**config.mk**
```make
export PLATFORM = sky130hd
export DESIGN_NAME = mem_arbiter
export DESIGN_NICKNAME = d
export VERILOG_FILES = /design/src/rtl/cpu_pkg.sv /design/src/rtl/burst_limiter.sv /design/src/rtl/mem_arbiter.sv
export SDC_FILE = /design/constraint.sdc
export NUM_CORES = 1
export LEC_CHECK = 0
export ABC_AREA = 0
export ABC_CLOCK_PERIOD_IN_PS = 6200
export BUFFER_PORTS_ARGS = -buffer_cell sky130_fd_sc_hd__buf_2
export CORE_ASPECT_RATIO = 1.1
export CORE_MARGIN = 10
export CORE_UTILIZATION = 30
export DETAILED_ROUTE_END_ITERATION = 12
export HOLD_SLACK_MARGIN = 0.02
export PLACE_DENSITY = 0.76
export SYNTH_ARGS = -nofsm -noshare
export SYNTH_HDL_FRONTEND = slang
export SYNTH_HIERARCHICAL = 1
export SYNTH_SLANG_ARGS = --single-unit
```
**constraint.sdc**
```tcl
create_clock -name clk -period 6.2 [get_ports clk]
set_clock_uncertainty 0.2 [all_clocks]
set_input_delay 0.93 -clock clk [delete_from_list [all_inputs] [get_ports clk]]
set_output_delay 0.93 -clock clk [all_outputs]
set_load 0.02 [all_outputs]
```
**src/rtl/cpu_pkg.sv**
```systemverilog
// Shared types for the CPU memory subsystem.
//   arb_state_e : memory arbiter state (round-robin, loader lock, forced CPU yield)
//   req_id_e    : requester identity, used for fairness history and read ownership
package cpu_pkg;

  typedef enum logic [1:0] {
    ARB_RR    = 2'd0,
    ARB_LOCK  = 2'd1,
    ARB_YIELD = 2'd2
  } arb_state_e;

  typedef enum logic {
    REQ_CPU = 1'b0,
    REQ_LDR = 1'b1
  } req_id_e;

endpackage

```
**src/rtl/burst_limiter.sv**
```systemverilog
// Saturating beat counter for the loader burst lock.
// Ports:
//   clk, reset : clock, asynchronous active-high reset
//   clear      : restart the count; together with inc the count restarts at 1
//   inc        : count one accepted beat (holds once MAX is reached)
//   at_max     : count has reached MAX
module burst_limiter #(
  parameter int unsigned MAX = 4,
  parameter int unsigned W   = 4
) (
  input  logic clk,
  input  logic reset,
  input  logic clear,
  input  logic inc,
  output logic at_max
);

  logic [W-1:0] count_q;

  assign at_max = (count_q == W'(MAX));

  always_ff @(posedge clk or posedge reset) begin
    if (reset) begin
      count_q <= '0;
    end else if (clear) begin
      // clear+inc is the lock-entry beat, which already counts as the first
      count_q <= inc ? W'(1) : '0;
    end else if (inc && !at_max) begin
      count_q <= count_q + W'(1);
    end
  end

endmodule

```
**src/rtl/mem_arbiter.sv**
```systemverilog
// Arbiter sharing the single-port synchronous-read RAM between the CPU and the
// program loader. Round-robin between requesters; the loader may lock the RAM
// for a burst but yields to a waiting CPU after MAX_BURST beats.
// Ports:
//   clk, reset                              : clock, asynchronous active-high reset
//   cpu_req/we/addr/wdata -> cpu_gnt        : CPU request, combinational grant
//   cpu_rvalid, cpu_rdata                   : CPU read return (1 cycle after grant)
//   ldr_req/we/addr/wdata/lock -> ldr_gnt   : loader request, combinational grant
//   ldr_rvalid, ldr_rdata                   : loader read return
//   ram_en/we/addr/wdata, ram_rdata         : RAM port
module mem_arbiter
  import cpu_pkg::*;
#(
  parameter int unsigned N         = 8,
  parameter int unsigned MAX_BURST = 4
) (
  input  logic         clk,
  input  logic         reset,
  input  logic         cpu_req,
  input  logic         cpu_we,
  input  logic [N-1:0] cpu_addr,
  input  logic [N-1:0] cpu_wdata,
  output logic         cpu_gnt,
  output logic         cpu_rvalid,
  output logic [N-1:0] cpu_rdata,
  input  logic         ldr_req,
  input  logic         ldr_we,
  input  logic [N-1:0] ldr_addr,
  input  logic [N-1:0] ldr_wdata,
  input  logic         ldr_lock,
  output logic         ldr_gnt,
  output logic         ldr_rvalid,
  output logic [N-1:0] ldr_rdata,
  output logic         ram_en,
  output logic         ram_we,
  output logic [N-1:0] ram_addr,
  output logic [N-1:0] ram_wdata,
  input  logic [N-1:0] ram_rdata
);

  arb_state_e arb_q, arb_d;
  req_id_e    last_q, last_d;
  req_id_e    rd_owner_q;
  logic       cpu_rvalid_q, ldr_rvalid_q;
  logic       burst_clear, burst_inc, burst_at_max;
  logic       rr_cpu, rr_ldr;

  burst_limiter #(
    .MAX (MAX_BURST),
    .W   (4)
  ) u_burst (
    .clk    (clk),
    .reset  (reset),
    .clear  (burst_clear),
    .inc    (burst_inc),
    .at_max (burst_at_max)
  );

  // Round-robin choice: on a tie the side that was not served last wins
  assign rr_cpu = cpu_req && (!ldr_req || (last_q == REQ_LDR));
  assign rr_ldr = ldr_req && !rr_cpu;

  always_comb begin
    cpu_gnt     = 1'b0;
    ldr_gnt     = 1'b0;
    arb_d       = arb_q;
    last_d      = last_q;
    burst_clear = 1'b0;
    burst_inc   = 1'b0;

    unique case (arb_q)
      ARB_RR: begin
        cpu_gnt = rr_cpu;
        ldr_gnt = rr_ldr;
        if (rr_ldr && ldr_lock) begin
          arb_d       = ARB_LOCK;
          burst_clear = 1'b1;
          burst_inc   = 1'b1;
        end
      end
      ARB_LOCK: begin
        if (!ldr_lock) begin
          cpu_gnt = rr_cpu;
          ldr_gnt = rr_ldr;
          arb_d   = ARB_RR;
        end else if (burst_at_max && cpu_req) begin
          // Nobody is granted on the hand-over cycle
          arb_d = ARB_YIELD;
        end else begin
          ldr_gnt   = ldr_req;
          burst_inc = ldr_req;
        end
      end
      ARB_YIELD: begin
        // Either the CPU beat is taken now or the CPU has withdrawn: leave in both cases
        cpu_gnt = cpu_req;
        if (ldr_lock) begin
          arb_d       = ARB_LOCK;
          burst_clear = 1'b1;
        end else begin
          arb_d = ARB_RR;
        end
      end
      default: arb_d = ARB_RR;
    endcase

    if (cpu_gnt) begin
      last_d = REQ_CPU;
    end else if (ldr_gnt) begin
      last_d = REQ_LDR;
    end
  end

  assign ram_en    = cpu_gnt | ldr_gnt;
  assign ram_we    = (cpu_gnt & cpu_we) | (ldr_gnt & ldr_we);
  assign ram_addr  = cpu_gnt ? cpu_addr  : ldr_addr;
  assign ram_wdata = cpu_gnt ? cpu_wdata : ldr_wdata;

  always_ff @(posedge clk or posedge reset) begin
    if (reset) begin
      arb_q        <= ARB_RR;
      last_q       <= REQ_LDR;
      rd_owner_q   <= REQ_CPU;
      cpu_rvalid_q <= 1'b0;
      ldr_rvalid_q <= 1'b0;
    end else begin
      arb_q        <= arb_d;
      last_q       <= last_d;
      cpu_rvalid_q <= cpu_gnt & ~cpu_we;
      ldr_rvalid_q <= ldr_gnt & ~ldr_we;
      if (ram_en) begin
        rd_owner_q <= cpu_gnt ? REQ_CPU : REQ_LDR;
      end
    end
  end

  assign cpu_rvalid = cpu_rvalid_q && (rd_owner_q == REQ_CPU);
  assign ldr_rvalid = ldr_rvalid_q && (rd_owner_q == REQ_LDR);
  assign cpu_rdata  = cpu_rvalid ? ram_rdata : '0;
  assign ldr_rdata  = ldr_rvalid ? ram_rdata : '0;

endmodule

```
Yosys cells after proc, flatten, opt, wreduce, memory -nomap -nowiden. Index checks and enable logic that the tools add are counted.

Add/subtract/negate cells: 1. Equality and inequality tests: 5. Mux-type cells: 25. Bitwise logic cells: 9. Reduce and logical (&&, ||, !) cells: 15.

Operators by type and width (number): 8-bit 2-to-1 mux (4); 1-bit 2-to-1 mux (11); 4-bit 2-to-1 mux (2); 1-bit logical AND (7); 2-bit 2-to-1 mux (3); 1-bit one-hot mux with 2 select lines (3); 2-bit one-hot mux with 3 select lines (1); 4-bit by 1-bit adder with 4-bit output (second input constant) (1); 1-bit bitwise AND (4); 4-bit by 3-bit == test with 1-bit output (second input constant) (1); 2-bit nonzero test (2); 1-bit logical NOT (3); 3-bit inequality test (second input constant) (1); 1-bit NOT (3); 1-bit one-hot mux with 3 select lines (1); 2-bit by 1-bit == test with 1-bit output (second input constant) (1); 2-bit == test (second input constant) (1); 2-bit logical NOT (1); 2-bit inequality test (second input constant) (1); 1-bit OR (2); 2-bit AND reduction (1); 1-bit logical OR (1).

Register bits after elaboration: 10. Input port bits: 47.

Logic depth before layout (Yosys ltp).
Depth after elaboration: 11. Mapped depth: 10. Mapped depth without buffers: 10.

Hierarchy. Netlist, hierarchy kept.

Modules (own cells, without submodules): mem_arbiter (times used 1, cells an instance 71, area an instance 626.9 um^2, sequential area each 151.4 um^2); burst_limiter (times used 1, cells an instance 24, area an instance 237.7 um^2, sequential area each 100.1 um^2).

Least setup slack after synthesis. No wires, ideal clock.

Path kind: input -> output. From: input port ldr_req. To: output port ram_we. Arrival time: 1.925 ns. Data required time: 5.070 ns. Path slack: 3.145 ns. Stages on the path: 4. Buffers on the path: 0. Cells stage by stage: and2b_2 -> nand2_1 -> o21ai_1 -> a22o_1.

Word-level cells in the longest chain between the ends: 9. Elaborated cells between the ends (all ways): 13. Classes of those cells: mux: 5; bitwise: 3; reduce/logical: 5.

Ends and longest elaborated chain: from (decl) (RTL line mem_arbiter.sv:26) `input logic ldr_req,`; 1-bit logical NOT (RTL line mem_arbiter.sv:60) `assign rr_cpu = cpu_req && (!ldr_req || (last_q == REQ_LDR));`; 1-bit logical OR (RTL line mem_arbiter.sv:60); 1-bit logical AND (RTL line mem_arbiter.sv:60); 1-bit logical NOT (RTL line mem_arbiter.sv:61) `assign rr_ldr = ldr_req && !rr_cpu;`; 1-bit logical AND (RTL line mem_arbiter.sv:61); 1-bit 2-to-1 mux (RTL line mem_arbiter.sv:82) `if (!ldr_lock) begin`; 1-bit one-hot mux with 2 select lines * (RTL line mem_arbiter.sv:71) `unique case (arb_q)`; named net ldr_gnt (RTL line mem_arbiter.sv:31) `output logic ldr_gnt,`; 1-bit bitwise AND * (RTL line mem_arbiter.sv:115) `assign ram_we = (cpu_gnt & cpu_we) | (ldr_gnt & ldr_we);`; 1-bit OR * (RTL line mem_arbiter.sv:115); to (decl) (RTL line mem_arbiter.sv:35) `output logic ram_we,`.

Mark *: on every way through the listed nets, which the timed path passes. The rest lies on a longest branch.

Worst setup path after layout.
From: input port ldr_req. To: output port ram_addr[7].

Word-level cells in the longest chain between the ends: 6.

Ends and longest elaborated chain: 1-bit logical NOT * (RTL line mem_arbiter.sv:60); 1-bit logical OR * (RTL line mem_arbiter.sv:60); 1-bit logical AND * (RTL line mem_arbiter.sv:60); 1-bit 2-to-1 mux (RTL line mem_arbiter.sv:82); 1-bit one-hot mux with 3 select lines * (RTL line mem_arbiter.sv:71); 8-bit 2-to-1 mux * (RTL line mem_arbiter.sv:116) `assign ram_addr = cpu_gnt ? cpu_addr : ldr_addr;`; to (decl) (RTL line mem_arbiter.sv:36) `output logic [N-1:0] ram_addr,`.

Every way passes the cells marked *; elsewhere a longest branch is shown, timed or not.

==> impl_metrics.tcl <==
set metrics [dict create \
    first_global_vias 1070 \
    finalPower_w 0.000300 \
    ys_ff_latch 10 \
    area_delta_synth_final_pct 55.0 \
    hold_viol 0 \
    portBuffers 84 \
    layout_min_cycle_time_ns 3.23 \
    hold_path.class "primary input to async pin" \
    worst_slew_pin_slew_ns 0.666 \
    drc 0 \
    wl_met2_um 1610 \
    crit_path_max_fanout 21 \
    cts_resized 0 \
    wl_per_cell_um 15.4 \
    cts_root_buf "clkbuf_4" \
    setup_tns_ns 0 \
    critPathLaunchType "primary input" \
    coreArea_um2 2780 \
    synthCells 95 \
    row_count 20 \
    num_antenna_cells 0 \
    leakage_nw 0.782 \
    track_usage_pct 11.5 \
    max_stage_delay_ns 0.37 \
    die_area_um2 5430 \
    n_fill_cell 298 \
    crit_arrival_ns 2.10 \
    clk_pin_slew_worst_paths_ns 0.06 \
    crit_top_cell "buf_2" \
    wl_met3_um 348 \
    final_nets 230 \
    crit_slowest_cell "mux2_2" \
    worst-setup-path-type "primary input to output port" \
    die_x_um 71.2 \
    cts-buffers-inserted 3 \
    die_y_um 76.3 \
    fin_util_pct 48.2 \
    drt_iter0_drc 8 \
    firstDrtPassIters 4 \
    top_layer "met4" \
    clk-insertion-delay-late_ns 0.27 \
    p_per_area_nw_per_um2 224 \
    seq_area_frac_synth_pct 29.1 \
    synth_top_area_share_pct 26.0 \
    synth.top_cells.by_area "dfrtp_1 26%, mux2_2 21%, and2_1 7.2%" \
    dp_hpwl_um 2880 \
    yosys_warnings 6 \
    layout-drive-gt1-share_pct 61.7 \
    start_util_pct 31.1 \
    htree_levels 1 \
    maxCapViolCount 0 \
    synth_fp_nets 144 \
    synth.distinct_cells 30 \
    postRouteAntennaNets 0 \
    hold_buffers 0 \
    dr_total_vias 992 \
    min_period_over_period_pct 52.1 \
    grt_pass1_wl_um 5170 \
    antenna_found_initial 0 \
    cts.path.max_buffers 2 \
    clkSinkCount 10 \
    endpoint_kind "output port" \
    r2r_cells 10 \
    path_cells "buf_2 -> inv_1 -> o311ai_2 -> buf_4 -> mux2_2 -> buf_2" \
    via_per_inst 4.66 \
    met1_length_um 1270 \
    wl_um 3280 \
    slew_violations 0 \
    required_ns 5.07 \
    grt_max_degree 22 \
    setup_violations 0 \
    syn_avg_cell_area_um2 9.10 \
    syn-cell-area_um2 865 \
    max-vdd-ir-drop_mv 0.131 \
    max_freq_mhz 309 \
    grt_overflow 0 \
    place_congestion 0.764 \
    tritoncts "yes" \
    synth_top_cell_by_area "dfrtp_1" \
    io_pins 85 \
    hold_ws_ns 0.336 \
    max_slew_margin_pct 55.1 \
    cts_setup_buffers 0 \
    status "finished clean" \
    rsz0062_at_grt "no" \
]
where the power goes:
part	leakage (nW)	internal, W	switching, W
registers	0.129	0.0000807	0.0000152
logic	0.632	0.0000635	0.0000820
clock network	0.0210	0.0000357	0.0000232
total	0.782	0.000180	0.000120
cells in the final DEF (no fill, tap or decap), drive strengths merged:
| master | n |
|---|---|
| a21oi | 5 |
| a22o | 1 |
| and2 | 11 |
| and2b | 1 |
| and3 | 8 |
| and4 | 1 |
| buf | 85 |
| clkbuf | 4 |
| dfrtp | 9 |
| dfstp | 1 |
| ha | 2 |
| inv | 8 |
| mux2 | 16 |
| nand2 | 6 |
| nand2b | 1 |
| nand3 | 2 |
| nand3b | 1 |
| nand4 | 1 |
| nand4b | 1 |
| nor2 | 2 |
| nor2b | 2 |
| nor3 | 1 |
| nor3b | 1 |
| o21a | 2 |
| o21ai | 4 |
| o311ai | 2 |
| o31ai | 1 |
| or3 | 1 |
registers in the layout, summed over array words and instances (netlist names):
name	flops
ldr_rvalid_q	1
last_q	1
cpu_rvalid_q	1
rd_owner_q	1
arb_q	2
u_burst/count_q	4
cells in the mapped netlist, drive strengths merged:
library cell,number
mux2,16
and2,11
dfrtp,9
and3,8
inv,8
nand2,6
a21oi,5
o21ai,4
buf,2
clkbuf,2
ha,2
nand3,2
nor2,2
nor2b,2
o21a,2
o311ai,2
a22o,1
and2b,1
and4,1
dfstp,1
nand2b,1
nand3b,1
nand4,1
nand4b,1
nor3,1
nor3b,1
o31ai,1
or3,1
final timing paths:
| kind | from | end | slack [ns] |
|---|---|---|---|
| worst max-delay path | ldr_req | ram_addr[7] | 2.97 |
| worst min-delay path | reset | u_burst/count_q[2]$_DFFE_PP0P_ | 0.34 |
| worst max register to register | u_burst/count_q[0]$_DFFE_PP0P_ | u_burst/count_q[3]$_DFFE_PP0P_ | 3.89 |
| worst min register to register | u_burst/count_q[3]$_DFFE_PP0P_ | u_burst/count_q[3]$_DFFE_PP0P_ | 0.34 |
| max in group asynchronous | reset | last_q$_DFFE_PP1P_ | 5.17 |
| min in group clk | u_burst/count_q[3]$_DFFE_PP0P_ | u_burst/count_q[3]$_DFFE_PP0P_ | 0.34 |
cells by family (layout without fill, tap and decap cells):
group | count (synthesis) | in the layout | share of synthesized area, %
and+or+nand+nor | 40 | 40 | 27.6
muxes | 16 | 16 | 20.8
AOI/OAI and AO/OA | 15 | 15 | 12.6
buffers and inverters | 12 | 97 | 6.95
DFF | 10 | 10 | 29.1
adders and majority gates | 2 | 2 | 2.89
area by class of cell:
cell class | count | area (um2) | share of cell area, %
sequential | 10 | 251 | 18.8
inverter | 8 | 30.0 | 2.24
multi-input combinational | 73 | 553 | 41.3
tap | 33 | 41.3 | 3.08
timing repair buffer | 85 | 428 | 31.9
clock buffer | 4 | 36.3 | 2.71
per-stage QoR:
stage                     worst slack [ns]  area [um2]  cells
after floorplan                       3.15         865     95
after global placement                2.98        1300    209
after detailed placement              2.97        1300    209
after CTS                             2.97        1340    213
after global routing                  2.91        1340    213
final                                 2.97        1340    213
per-layer routing:
layer,global-route usage [%],vias up
met5,0,-
met4,5.23,0
met1,12.1,430
met2,19.5,53
li1,-,505
met3,4.30,4
worst max-delay path, delay by kind of cell:
| family | cells | cell delay, ns |
|---|---|---|
| compound gates | 1 | 0.20 |
| buf+inv | 4 | 0.61 |
| mux | 1 | 0.37 |
Power figures use the tool's default switching activity.
